$ cat src/rtl/pc_fetch_unit.sv
// Program-counter and instruction-fetch sequencer: issues reads at pc, holds the
// returned instruction for decode, and applies branch/register/trap redirects.
module pc_fetch_unit #(
    parameter int unsigned WIDTH        = 16,
    parameter int unsigned OFFSET_WIDTH = 9,
    parameter int unsigned STEP         = 2,
    parameter int unsigned RESET_VECTOR = 0
) (
    input  logic                    clk,
    input  logic                    reset,
    input  logic                    imem_resp,
    input  logic [WIDTH-1:0]        imem_rdata,
    input  logic                    advance,
    input  logic                    redirect_valid,
    input  logic [1:0]              redirect_sel,
    input  logic [OFFSET_WIDTH-1:0] offset,
    input  logic [WIDTH-1:0]        reg_target,
    input  logic [7:0]              trapvect,
    output logic                    imem_read,
    output logic [WIDTH-1:0]        imem_address,
    output logic [WIDTH-1:0]        pc,
    output logic [WIDTH-1:0]        pc_plus_step,
    output logic [WIDTH-1:0]        ir,
    output logic                    ir_valid
);

    typedef enum logic [1:0] {
        IDLE  = 2'd0,
        FETCH = 2'd1,
        HOLD  = 2'd2
    } state_t;

    state_t state, state_d;

    logic [WIDTH-1:0]        pc_q, pc_d;
    logic [WIDTH-1:0]        ir_q, ir_d;
    logic [WIDTH-1:0]        pend_tgt_q, pend_tgt_d;
    logic                    pend_q, pend_d;
    logic [WIDTH-1:0]        target;
    logic                    redirect_ok;
    logic signed [WIDTH-1:0] off_ext;

    assign pc_plus_step = pc_q + WIDTH'(STEP);
    assign off_ext      = WIDTH'($signed(offset));
    assign imem_address = pc_q;
    assign pc           = pc_q;
    assign ir           = ir_q;

    // Redirect target selection; selector 3 is treated as no redirect at all.
    always_comb begin
        target      = '0;
        redirect_ok = redirect_valid;
        case (redirect_sel)
            2'd0:    target = pc_plus_step + {off_ext[WIDTH-2:0], 1'b0};
            2'd1:    target = {reg_target[WIDTH-1:1], 1'b0};
            2'd2:    target = WIDTH'({trapvect, 1'b0});
            default: redirect_ok = 1'b0;
        endcase
    end

    always_ff @(posedge clk or posedge reset) begin
        if (reset) begin
            state      <= IDLE;
            pc_q       <= WIDTH'(RESET_VECTOR);
            ir_q       <= '0;
            pend_q     <= 1'b0;
            pend_tgt_q <= '0;
        end else begin
            state      <= state_d;
            pc_q       <= pc_d;
            ir_q       <= ir_d;
            pend_q     <= pend_d;
            pend_tgt_q <= pend_tgt_d;
        end
    end

    always_comb begin
        state_d    = state;
        pc_d       = pc_q;
        ir_d       = ir_q;
        pend_d     = pend_q;
        pend_tgt_d = pend_tgt_q;
        imem_read  = 1'b0;
        ir_valid   = 1'b0;
        case (state)
            IDLE: state_d = FETCH;
            FETCH: begin
                imem_read = 1'b1;
                // A redirect seen while the read is in flight makes its data stale.
                if (imem_resp) begin
                    if (redirect_ok) begin
                        pc_d   = target;
                        pend_d = 1'b0;
                    end else if (pend_q) begin
                        pc_d   = pend_tgt_q;
                        pend_d = 1'b0;
                    end else begin
                        ir_d    = imem_rdata;
                        state_d = HOLD;
                    end
                end else if (redirect_ok) begin
                    pend_d     = 1'b1;
                    pend_tgt_d = target;
                end
            end
            HOLD: begin
                ir_valid = 1'b1;
                if (redirect_ok) begin
                    pc_d    = target;
                    state_d = FETCH;
                end else if (advance) begin
                    pc_d    = pc_plus_step;
                    state_d = FETCH;
                end
            end
            default: state_d = IDLE;
        endcase
    end

endmodule

$ cat config.mk
export PLATFORM = sky130hd
export DESIGN_NAME = pc_fetch_unit
export DESIGN_NICKNAME = d
export VERILOG_FILES = /design/src/rtl/pc_fetch_unit.sv
export SDC_FILE = /design/constraint.sdc
export NUM_CORES = 1
export LEC_CHECK = 0
export CAP_MARGIN = 20
export CORE_MARGIN = 2
export CORE_UTILIZATION = 28
export CTS_BUF_LIST = sky130_fd_sc_hd__clkbuf_8 sky130_fd_sc_hd__clkbuf_16
export DETAILED_ROUTE_END_ITERATION = 10
export HOLD_SLACK_MARGIN = 0.03
export PLACE_DENSITY = 0.61
export SYNTH_ARGS = -nofsm -noshare
export SYNTH_HDL_FRONTEND = slang
export SYNTH_SLANG_ARGS = --single-unit
$ cat constraint.sdc
create_clock -name clk -period 3.1 [get_ports clk]
set_input_delay 0.93 -clock clk [delete_from_list [all_inputs] [get_ports clk]]
set_output_delay 0.93 -clock clk [all_outputs]
set_load 0.03 [all_outputs]
-- After elaboration in Yosys (flattened, before gate mapping)
Index checks and enable logic that the tools add are counted.
- logic and storage cells: 47
- output and inout bits: 66
- flip-flop bits (word level): 51
- input port bits: 56
- bitwise logic cells: 3
- reductions and logical operators: 10
- muxes and demuxes: 18
- $add $sub $neg: 2
- eq/ne operators: 9
- operators by type and width (cell ; count):
    $mux 16 ; 5
    $pmux 16 s3 ; 1
    $pmux 16 s2 ; 1
    $add 16x16->16 ; 1
    $add 16x2->16 const B ; 1
    $reduce_and 4->1 ; 3
    $mux 2 ; 5
    $ne 2x2->1 const B ; 3
    $ne 3x3->1 const B ; 2
    $pmux 2 s3 ; 1
    $mux 1 ; 5
    $eq 2x1->1 const B ; 2
    $eq 2x2->1 const B ; 2
    $logic_not 2->1 ; 2
    $reduce_bool 2->1 ; 2
    $not 1->1 ; 3
    $reduce_and 3->1 ; 1
    $reduce_or 3->1 ; 1
    $reduce_and 2->1 ; 1

-- Longest topological paths before layout
Gate-level depths: netlist (run 1).
- depth after elaboration: 6
- gate-level depth with buffers: 12
- mapped depth without buffers: 12

-- Worst setup path after synthesis (run 1)
Ideal clock, no wire load.
- path type: flip-flop to flip-flop
- start: register pc_q[1] (netlist: imem_address[1])
- end: register pend_tgt_q[12]
- setup time: 0.136 ns
- clock period less this slack: 3.596 ns
- data required time: 2.964 ns
- data arrival time: 3.461 ns
- path slack: -0.496 ns
- stages on the path, launching flop included: 12
- path buffers: 0
- cell sequence: dfrtp_1 > ha_1 > nand3_2 > nor2_1 > and4_1 > xor2_1 > ha_1 > a21o_1 > or3_1 > or4_1 > nand3_1 > o31ai_1
- longest elaborated chain between the ends: 3
- ends and longest elaborated chain (element ; line ; RTL):
    start: declaration ; 35 ; logic [WIDTH-1:0] pc_q, pc_d;
    start signal: assignment ; 64 ; pc_q <= WIDTH'(RESET_VECTOR);
    start signal: assignment ; 70 ; pc_q <= pc_d;
    $add 16x2->16 ; 43 ; assign pc_plus_step = pc_q + WIDTH'(STEP);
    via pc_plus_step[11] ; 22 ; output logic [WIDTH-1:0] pc_plus_step,
    $add 16x16->16 ; 54 ; 2'd0: target = pc_plus_step + {off_ext[WIDTH-2:0], 1'b0};
    $pmux 16 s3 ; 53 ; case (redirect_sel)
    end signal: assignment ; 73 ; pend_tgt_q <= pend_tgt_d;
    end: declaration ; 37 ; logic [WIDTH-1:0] pend_tgt_q, pend_tgt_d;
The timed path passes the listed nets, and every way through them passes these cells.
A chain may end at the register's enable or synchronous reset.

-- Worst setup path in the final report (run 1)
- start: register pc_q[2] (netlist: imem_address[2])
- end: output port pc_plus_step[10]
- longest elaborated chain between the ends: 1
- ends and longest elaborated chain (element ; line):
    $add 16x2->16 ; 43
    end: declaration ; 22
No other way between the ends.

==> results of run 1 <==
==> cell type report <==
type                       count  area [sq um]  area share (%)
timing repair buffer         213          1971           31.72
clock buffer                   5         125.1           2.014
inverter                      13         48.80          0.7855
multi-input combinational    336          2534           40.79
sequential                    51          1286           20.70
clock inverter                 3         27.53          0.4431
tap                          176         220.2           3.545
==> worst max-delay path: cells and delay by family (launching register included) <==
family | cells | cell delay [ps]
XOR/XNOR | 1 | 230
flip-flops | 1 | 360
AND/OR/NAND/NOR | 3 | 670
buffers and inverters | 4 | 530
==> synthesized netlist by cell type (all sizes together), types with 2 or more instances <==
| cell type | n |
|---|---|
| a2111oi | 2 |
| a211oi | 8 |
| a21boi | 2 |
| a21o | 6 |
| a21oi | 26 |
| a221o | 3 |
| a22o | 2 |
| a31oi | 6 |
| and2 | 3 |
| and3 | 3 |
| and4 | 4 |
| buf | 23 |
| clkbuf | 13 |
| dfrtp | 51 |
| ha | 19 |
| inv | 13 |
| mux2 | 17 |
| mux2i | 7 |
| nand2 | 47 |
| nand2b | 7 |
| nand3 | 12 |
| nand4 | 3 |
| nor2 | 42 |
| nor2b | 4 |
| nor3 | 11 |
| o2111ai | 2 |
| o211a | 2 |
| o211ai | 3 |
| o21a | 6 |
| o21ai | 32 |
| o21bai | 3 |
| o31a | 3 |
| o31ai | 7 |
| or2 | 5 |
| or3 | 6 |
| xnor2 | 7 |
| xor2 | 8 |
==> metal layers <==
layer / global-route usage, % / up-vias / wire length [um]
met5: 0 / - / 0
met4: 4.412 / 0 / 218
met3: 2.234 / 15 / 622
met2: 30.29 / 119 / 6399
met1: 25.13 / 1893 / 6020
li1: - / 1936 / -
==> cell usage in the layout, fill, tap and decap left out, types with 4 or more instances in the layout <==
| cell | count |
|---|---|
| sky130_fd_sc_hd__or3_1 | 6 |
| sky130_fd_sc_hd__clkdlybuf4s50_1 | 107 |
| sky130_fd_sc_hd__buf_12 | 7 |
| sky130_fd_sc_hd__a31oi_1 | 6 |
| sky130_fd_sc_hd__a211oi_1 | 5 |
| sky130_fd_sc_hd__a21o_1 | 6 |
| sky130_fd_sc_hd__nand3_1 | 8 |
| sky130_fd_sc_hd__mux2i_1 | 7 |
| sky130_fd_sc_hd__ha_1 | 16 |
| sky130_fd_sc_hd__a21oi_2 | 6 |
| sky130_fd_sc_hd__nand2_1 | 47 |
| sky130_fd_sc_hd__or2_2 | 4 |
| sky130_fd_sc_hd__dfrtp_1 | 43 |
| sky130_fd_sc_hd__mux2_2 | 17 |
| sky130_fd_sc_hd__nor2_1 | 40 |
| sky130_fd_sc_hd__o31ai_1 | 6 |
| sky130_fd_sc_hd__dfrtp_2 | 8 |
| sky130_fd_sc_hd__a21oi_1 | 20 |
| sky130_fd_sc_hd__inv_1 | 12 |
| sky130_fd_sc_hd__nand2b_1 | 7 |
| sky130_fd_sc_hd__o21a_1 | 6 |
| sky130_fd_sc_hd__xor2_2 | 5 |
| sky130_fd_sc_hd__clkbuf_16 | 5 |
| sky130_fd_sc_hd__buf_4 | 95 |
| sky130_fd_sc_hd__nor3_1 | 8 |
| sky130_fd_sc_hd__o21ai_0 | 29 |
==> cell families after synthesis <==
logic type                 Yosys count
xor gates and xnor gates            15
AOI/OAI and AO/OA                  125
and+or+nand+nor                    152
buffers and inverters               49
adders and majority gates           20
muxes                               24
DFF                                 51
==> stage by stage <==
step	instances	hold WS (ps)	TNS (ps)
6_report	797	469.4	0
5_1_grt	797	493.5	-181.1
4_1_cts	792	470.8	0
3_5_place_dp	784	455.5	-4317
3_3_place_gp	784	450.8	-3901
2_1_floorplan	436	438.0	-73.62
==> flip-flops by register name (all words and copies together), names as in the netlist <==
signal / cells
imem_address: 16
ir: 16
pend_q: 1
pend_tgt_q: 16
state: 2
==> power by group through the flow <==
stage	clock [mW]	sequential (mW)	combinational [mW]
2_1_floorplan	0	1.65	1.98
3_3_place_gp	0	1.23	4.19
3_5_place_dp	0	1.25	4.22
4_1_cts	0.584	1.24	4.28
5_1_grt	0.612	1.29	4.74
6_report	0.573	1.25	4.43
==> worst paths after layout <==
kind / from / to / slack, ps / cells after the start
max: imem_address[2] / pc_plus_step[10] / 80 / 8
min in group asynchronous: reset / pend_tgt_q[15] / 1030 / 2
max in group asynchronous: reset / imem_address[1] / 1510 / 3
max reg2reg: imem_address[2] / imem_address[10] / 100 / 13
min: pend_tgt_q[0] / pend_tgt_q[0] / 470 / 2
min reg2reg: pend_tgt_q[0] / pend_tgt_q[0] / 470 / 2
==> timing repair <==
item / in CTS / in global routing
setup endpoints to repair: 11 / 19
buffers inserted: 0 / 5
gates resized for setup: 15 / 27
pin swaps: 2 / 12
==> reports/metrics.yaml, run 1 <==
yosys-top-cells-area: "sky130_fd_sc_hd__dfrtp_1, sky130_fd_sc_hd__ha_1, sky130_fd_sc_hd__mux2_2"
firstDrtPassIters: 5
power_switching_share_pct: 46.14
area_fraction_in_compound_gates_after_synthesis_pct: 22.27
maxSlewHeadroom_pct: 61.75
mappedNetlistNets: 512
timing.critical_path.from_type: "flip-flop"
postSynthRegisterBits: 51
core_area_sq_um: 13190
design.die.area_sq_um: 14430
power_dissipated_by_switching_net_loads_mw: 2.886
dr.first_iter.drc_count: 192
diodes_inserted: 0
filler_cell_count: 1238
timing.final.max_slew_violations: 0
synthesized_netlist_cell_count: 436
antenna_found_initial: 0
worstPathArrival_ps: 2090
power.combinational.fraction_pct: 70.9
synth_enable_flop_cells: 0
design.portCount: 122
kind_of_path_behind_the_tightest_hold_check: "flip-flop to flip-flop"
final_count_of_hold_timing_violations: 0
tritoncts_num_sinks: 51
hpwlAfterDp_um: 10360
grt_overflow_total: 0
syn_area_sq_um: 3776
critical-path-top-cell-by-count: "sky130_fd_sc_hd__buf_4"
rsz0062_at_grt: "true"
synth.area.mux_share_pct: 6.925
async_reset_ff_share_pct: 100.0
tritoncts: "done"
power.ir.vdd_worst_mv: 0.3322
synth.distinct_cells: 65
layout.cell_area.non_filler_sq_um: 6212
timing.max_cap.violations: 0
max_fclk_mhz: 331.1
pre_cts_ws_ps: -376.1
cts_hold_repair.buffers: 0
grt.total_usage_pct: 18.21
yosys.area_share.adder_pct: 6.826
avgRoutedWirePerCell_um: 16.64
skew_final_ps: 4.874
critical_path.cell_chain: "buf_4, nand4_1, or2_4, nor2_4, xor2_2, buf_4, buf_4, buf_12"
finalNetCount: 696
cp.required_ps: 2170
cts.root.buffer_cell: "sky130_fd_sc_hd__clkbuf_16"
cp-end-kind: "output pin"
gp_congestion: 0.9045
post_synth_and_or_nand_nor_area_fraction_pct: 19.81
avgSynthCellArea_sq_um: 8.661
core.rowCount: 42
post_route_cells_drive_above_1_share_pct: 29.31
power_density_nw_per_um2: 1007
die_width_um: 120.1
post-layout-total-power_mw: 6.256
finish.utilization_pct: 47.10
flow.area_growth_from_synthesis_pct: 64.51
grt_first_pass_wirelength_um: 20830
cts_htree_levels: 2
grt_pass1_vias: 3916
drt_wl_total_um: 13260
cpPeakStageDelay_ps: 360
place.port_buffers: 120
finalSetupViolCount: 0
initial_core_util_pct: 28.63
min_period_over_period_pct: 97.43
synthesis.yosys.warnings: 0
postSynth.topFlopCell: "sky130_fd_sc_hd__dfrtp_1"
status: "finished clean"
cell_internal_pwr_mw: 3.370
detail-route-antenna-nets: 0
worst_path_max_delay_cell: "sky130_fd_sc_hd__dfrtp_2"
min_period_ps: 3020
cts_made_buffers: 5
floorplan.die.height_um: 120.1
synth-xor-area-share_pct: 3.678
path_class: "flip-flop to output pin"
post_dp_cell_area_sq_um: 5833
synth_top_area_cell: "sky130_fd_sc_hd__dfrtp_1"
clock_insertion_delay_worst_skew_ps: 290
share_seq_of_total_power_pct: 20.0
power.clock.fraction_pct: 9.2
drt_drc_violations_left: 0
worst_pin_slew_ps: 572.9
static_leak_nw: 2.704
dominant_combinational_cell_family_by_area_after_synthesis: "compound AO/OA/AOI/OAI gates"
max-clock-path-buffers: 2
seq_area_frac_synth_pct: 33.80
cp_max_fo: 5
synth_top_area_share_pct: 33.80
cts.clk_slew.worst_paths_ps: 70
finalWorstSetupSlack_ps: 79.78
grt_max_degree: 29
avgViaCountPerCell: 4.972
routed_vias: 3963
No activity file was read; power rests on OpenSTA's default activity.
==> run 2, diff against run 1 <==
--- a/config.mk
+++ b/config.mk
@@ -6,7 +6,6 @@
 export NUM_CORES = 1
 export LEC_CHECK = 0
 export CAP_MARGIN = 20
-export CORE_MARGIN = 2
 export CORE_UTILIZATION = 28
 export CTS_BUF_LIST = sky130_fd_sc_hd__clkbuf_8 sky130_fd_sc_hd__clkbuf_16
 export DETAILED_ROUTE_END_ITERATION = 10
==> constraint.sdc (replaced) <==
create_clock -name clk -period 3.2 [get_ports clk]
set_input_delay 0.96 -clock clk [delete_from_list [all_inputs] [get_ports clk]]
set_output_delay 0.96 -clock clk [all_outputs]
set_load 0.03 [all_outputs]
==> reports/metrics.yaml, run 2 (same netlist as run 1, synthesis figures left out) <==
timing.critical_path.from_type: "flip-flop"
min_period_over_period_pct: 97.72
crit-reg2reg-capture: "imem_address[10]"
routed_vias: 3896  # -1.7%
post_dp_cell_area_sq_um: 5688  # -2.5%
layout.cell_area.non_filler_sq_um: 5927  # -4.6%
worstPathArrival_ps: 2170  # +80 ps
antenna_found_initial: 0  # unchanged
rsz0062_at_grt: "true"
drt_drc_violations_left: 0  # unchanged
instances_no_fill: 783  # -1.8%
finalNetCount: 682  # -2.0%
finish.utilization_pct: 44.93  # -2.2 points
clock_insertion_delay_worst_skew_ps: 290  # about the same
avgViaCountPerCell: 4.976  # about the same
status: "finished clean"
gp_congestion: 0.8737  # -3.4%
hpwlAfterDp_um: 10160  # -1.9%
power.ir.vdd_worst_mv: 0.5087  # +53%
grt_max_degree: 52  # +79%
finalSetupViolCount: 0  # unchanged
most-common-layout-cells: "sky130_fd_sc_hd__clkdlybuf4s50_1, sky130_fd_sc_hd__buf_4, sky130_fd_sc_hd__nand2_1"
timing.rr.start: "imem_address[1]"
reg2regPathDepth: 11  # -2
grt_pass1_vias: 3845  # -1.8%
max-clock-path-buffers: 2  # unchanged
hold-path-endpoint: "pend_tgt_q[12]"
cp_max_fo: 4  # -1
static_leak_nw: 2.613  # -3.4%
min_period_ps: 3127
timing.max_cap.violations: 0  # unchanged
tritoncts_num_sinks: 51  # unchanged
worst_hold_startpoint: "pend_tgt_q[12]"
design.portCount: 122  # unchanged
max_fclk_mhz: 319.8
pre_cts_ws_ps: -261.1  # +114.9 ps
cts_htree_levels: 2  # unchanged
drt_wl_total_um: 12780  # -3.7%
kind_of_path_behind_the_tightest_hold_check: "flip-flop to flip-flop"
power_density_nw_per_um2: 981.6  # -2.5%
cts_made_buffers: 5  # unchanged
avgRoutedWirePerCell_um: 16.32  # -1.9%
finalWorstSetupSlack_ps: 73.02  # -6.759 ps
layout_commonest_cell: "sky130_fd_sc_hd__clkdlybuf4s50_1"
initial_core_util_pct: 28.63  # unchanged
floorplan.die.height_um: 118.1  # -1.7%
detail-route-antenna-nets: 0  # unchanged
tritoncts: "done"
core.rowCount: 42  # unchanged
timing.final.max_slew_violations: 0  # unchanged
filler_cell_count: 1271  # +2.7%
cp.required_ps: 2240  # +70 ps
skew_final_ps: 10.35  # +5.475 ps
final_count_of_hold_timing_violations: 0  # unchanged
dr.first_iter.drc_count: 186  # -3.1%
reg2reg_slack_ps: 130  # +30 ps
post_route_cells_drive_above_1_share_pct: 24.05  # -5.3 points
cts.clk_slew.worst_paths_ps: 70  # about the same
cp-end-kind: "output pin"
maxSlewHeadroom_pct: 70.19  # +8.4 points
core_area_sq_um: 13190  # unchanged
place.port_buffers: 120  # unchanged
flow.area_growth_from_synthesis_pct: 56.96
diodes_inserted: 0  # unchanged
grt.total_usage_pct: 18.55  # +0.34 points
grt_overflow_total: 0  # unchanged
placedCellCount: 773  # -1.4%
path_class: "flip-flop to output pin"
firstDrtPassIters: 4  # -1
worst_pin_slew_ps: 444.5  # -128.3 ps
design.die.area_sq_um: 13950  # -3.3%
hold_depth: 2  # unchanged
cts.root.buffer_cell: "sky130_fd_sc_hd__clkbuf_16"
grt_first_pass_wirelength_um: 20560  # -1.3%
die_width_um: 118.1  # -1.7%
run 2: worst max path at each step:
stage	startpoint	to	slack (ps)	cells past startpoint
2_1_floorplan	imem_address[1]	pend_tgt_q[12]	20	11
3_3_place_gp	offset[0]	imem_address[11]	-200	10
3_5_place_dp	offset[0]	imem_address[11]	-260	10
4_1_cts	imem_address[4]	pc_plus_step[6]	9	4
5_1_grt	imem_address[1]	imem_address[10]	-40	13
6_report	imem_address[1]	pc_plus_step[12]	70	5
run 2: what timing repair did:
item / CTS / global route
buffers inserted: 0 / 2
pin swaps: 0 / 6
hold buffers: 0 / 0
resized for setup: 7 / 19
endpoints found under the setup margin: 8 / 21
run 2: per-layer routing:
layer  vias to the layer above  GRT usage [%]  wire length [um]
met3                        17          2.172               517
met5                         -              0                 0
met4                         0          4.487               213
met1                      1864          25.93              5881
li1                       1904              -                 -
met2                       111          30.40              6163
run 2: worst max-delay path, stage by stage (launching register included):
cell and delay [ps]:
sky130_fd_sc_hd__dfrtp_2 380, sky130_fd_sc_hd__nand4_1 290, sky130_fd_sc_hd__buf_4 250, sky130_fd_sc_hd__nor3_2 250, sky130_fd_sc_hd__xor2_2 270, sky130_fd_sc_hd__dlygate4sd2_1 430
run 2: area by class of cell:
cell class / instances / area (sq um) / share of cell area [%]
Clock buffer: 5 / 125.1 / 2.111
Clock inverter: 3 / 43.79 / 0.7389
Inverter: 13 / 48.80 / 0.8233
Multi-Input combinational cell: 336 / 2375 / 40.07
Sequential cell: 51 / 1285 / 21.68
Tap cell: 176 / 220.2 / 3.715
Timing Repair Buffer: 199 / 1829 / 30.86
run 2: metrics by stage:
step	hold slack (ps)	TNS, ps	total power [mW]
after CTS	478.0	0	5.798
final	476.1	0	5.818
after floorplan	438.0	0	3.487
after global placement	452.4	-2377	5.109
after detailed placement	461.8	-3526	5.179
after global routing	499.8	-65.32	6.198
run 2: report_power, final:
group / internal (mW) / leakage [nW] / switching (mW)
clock: 0.369 / 0.0838 / 0.240
combinational: 1.85 / 1.91 / 2.19
sequential: 0.947 / 0.621 / 0.225
total: 3.17 / 2.61 / 2.65
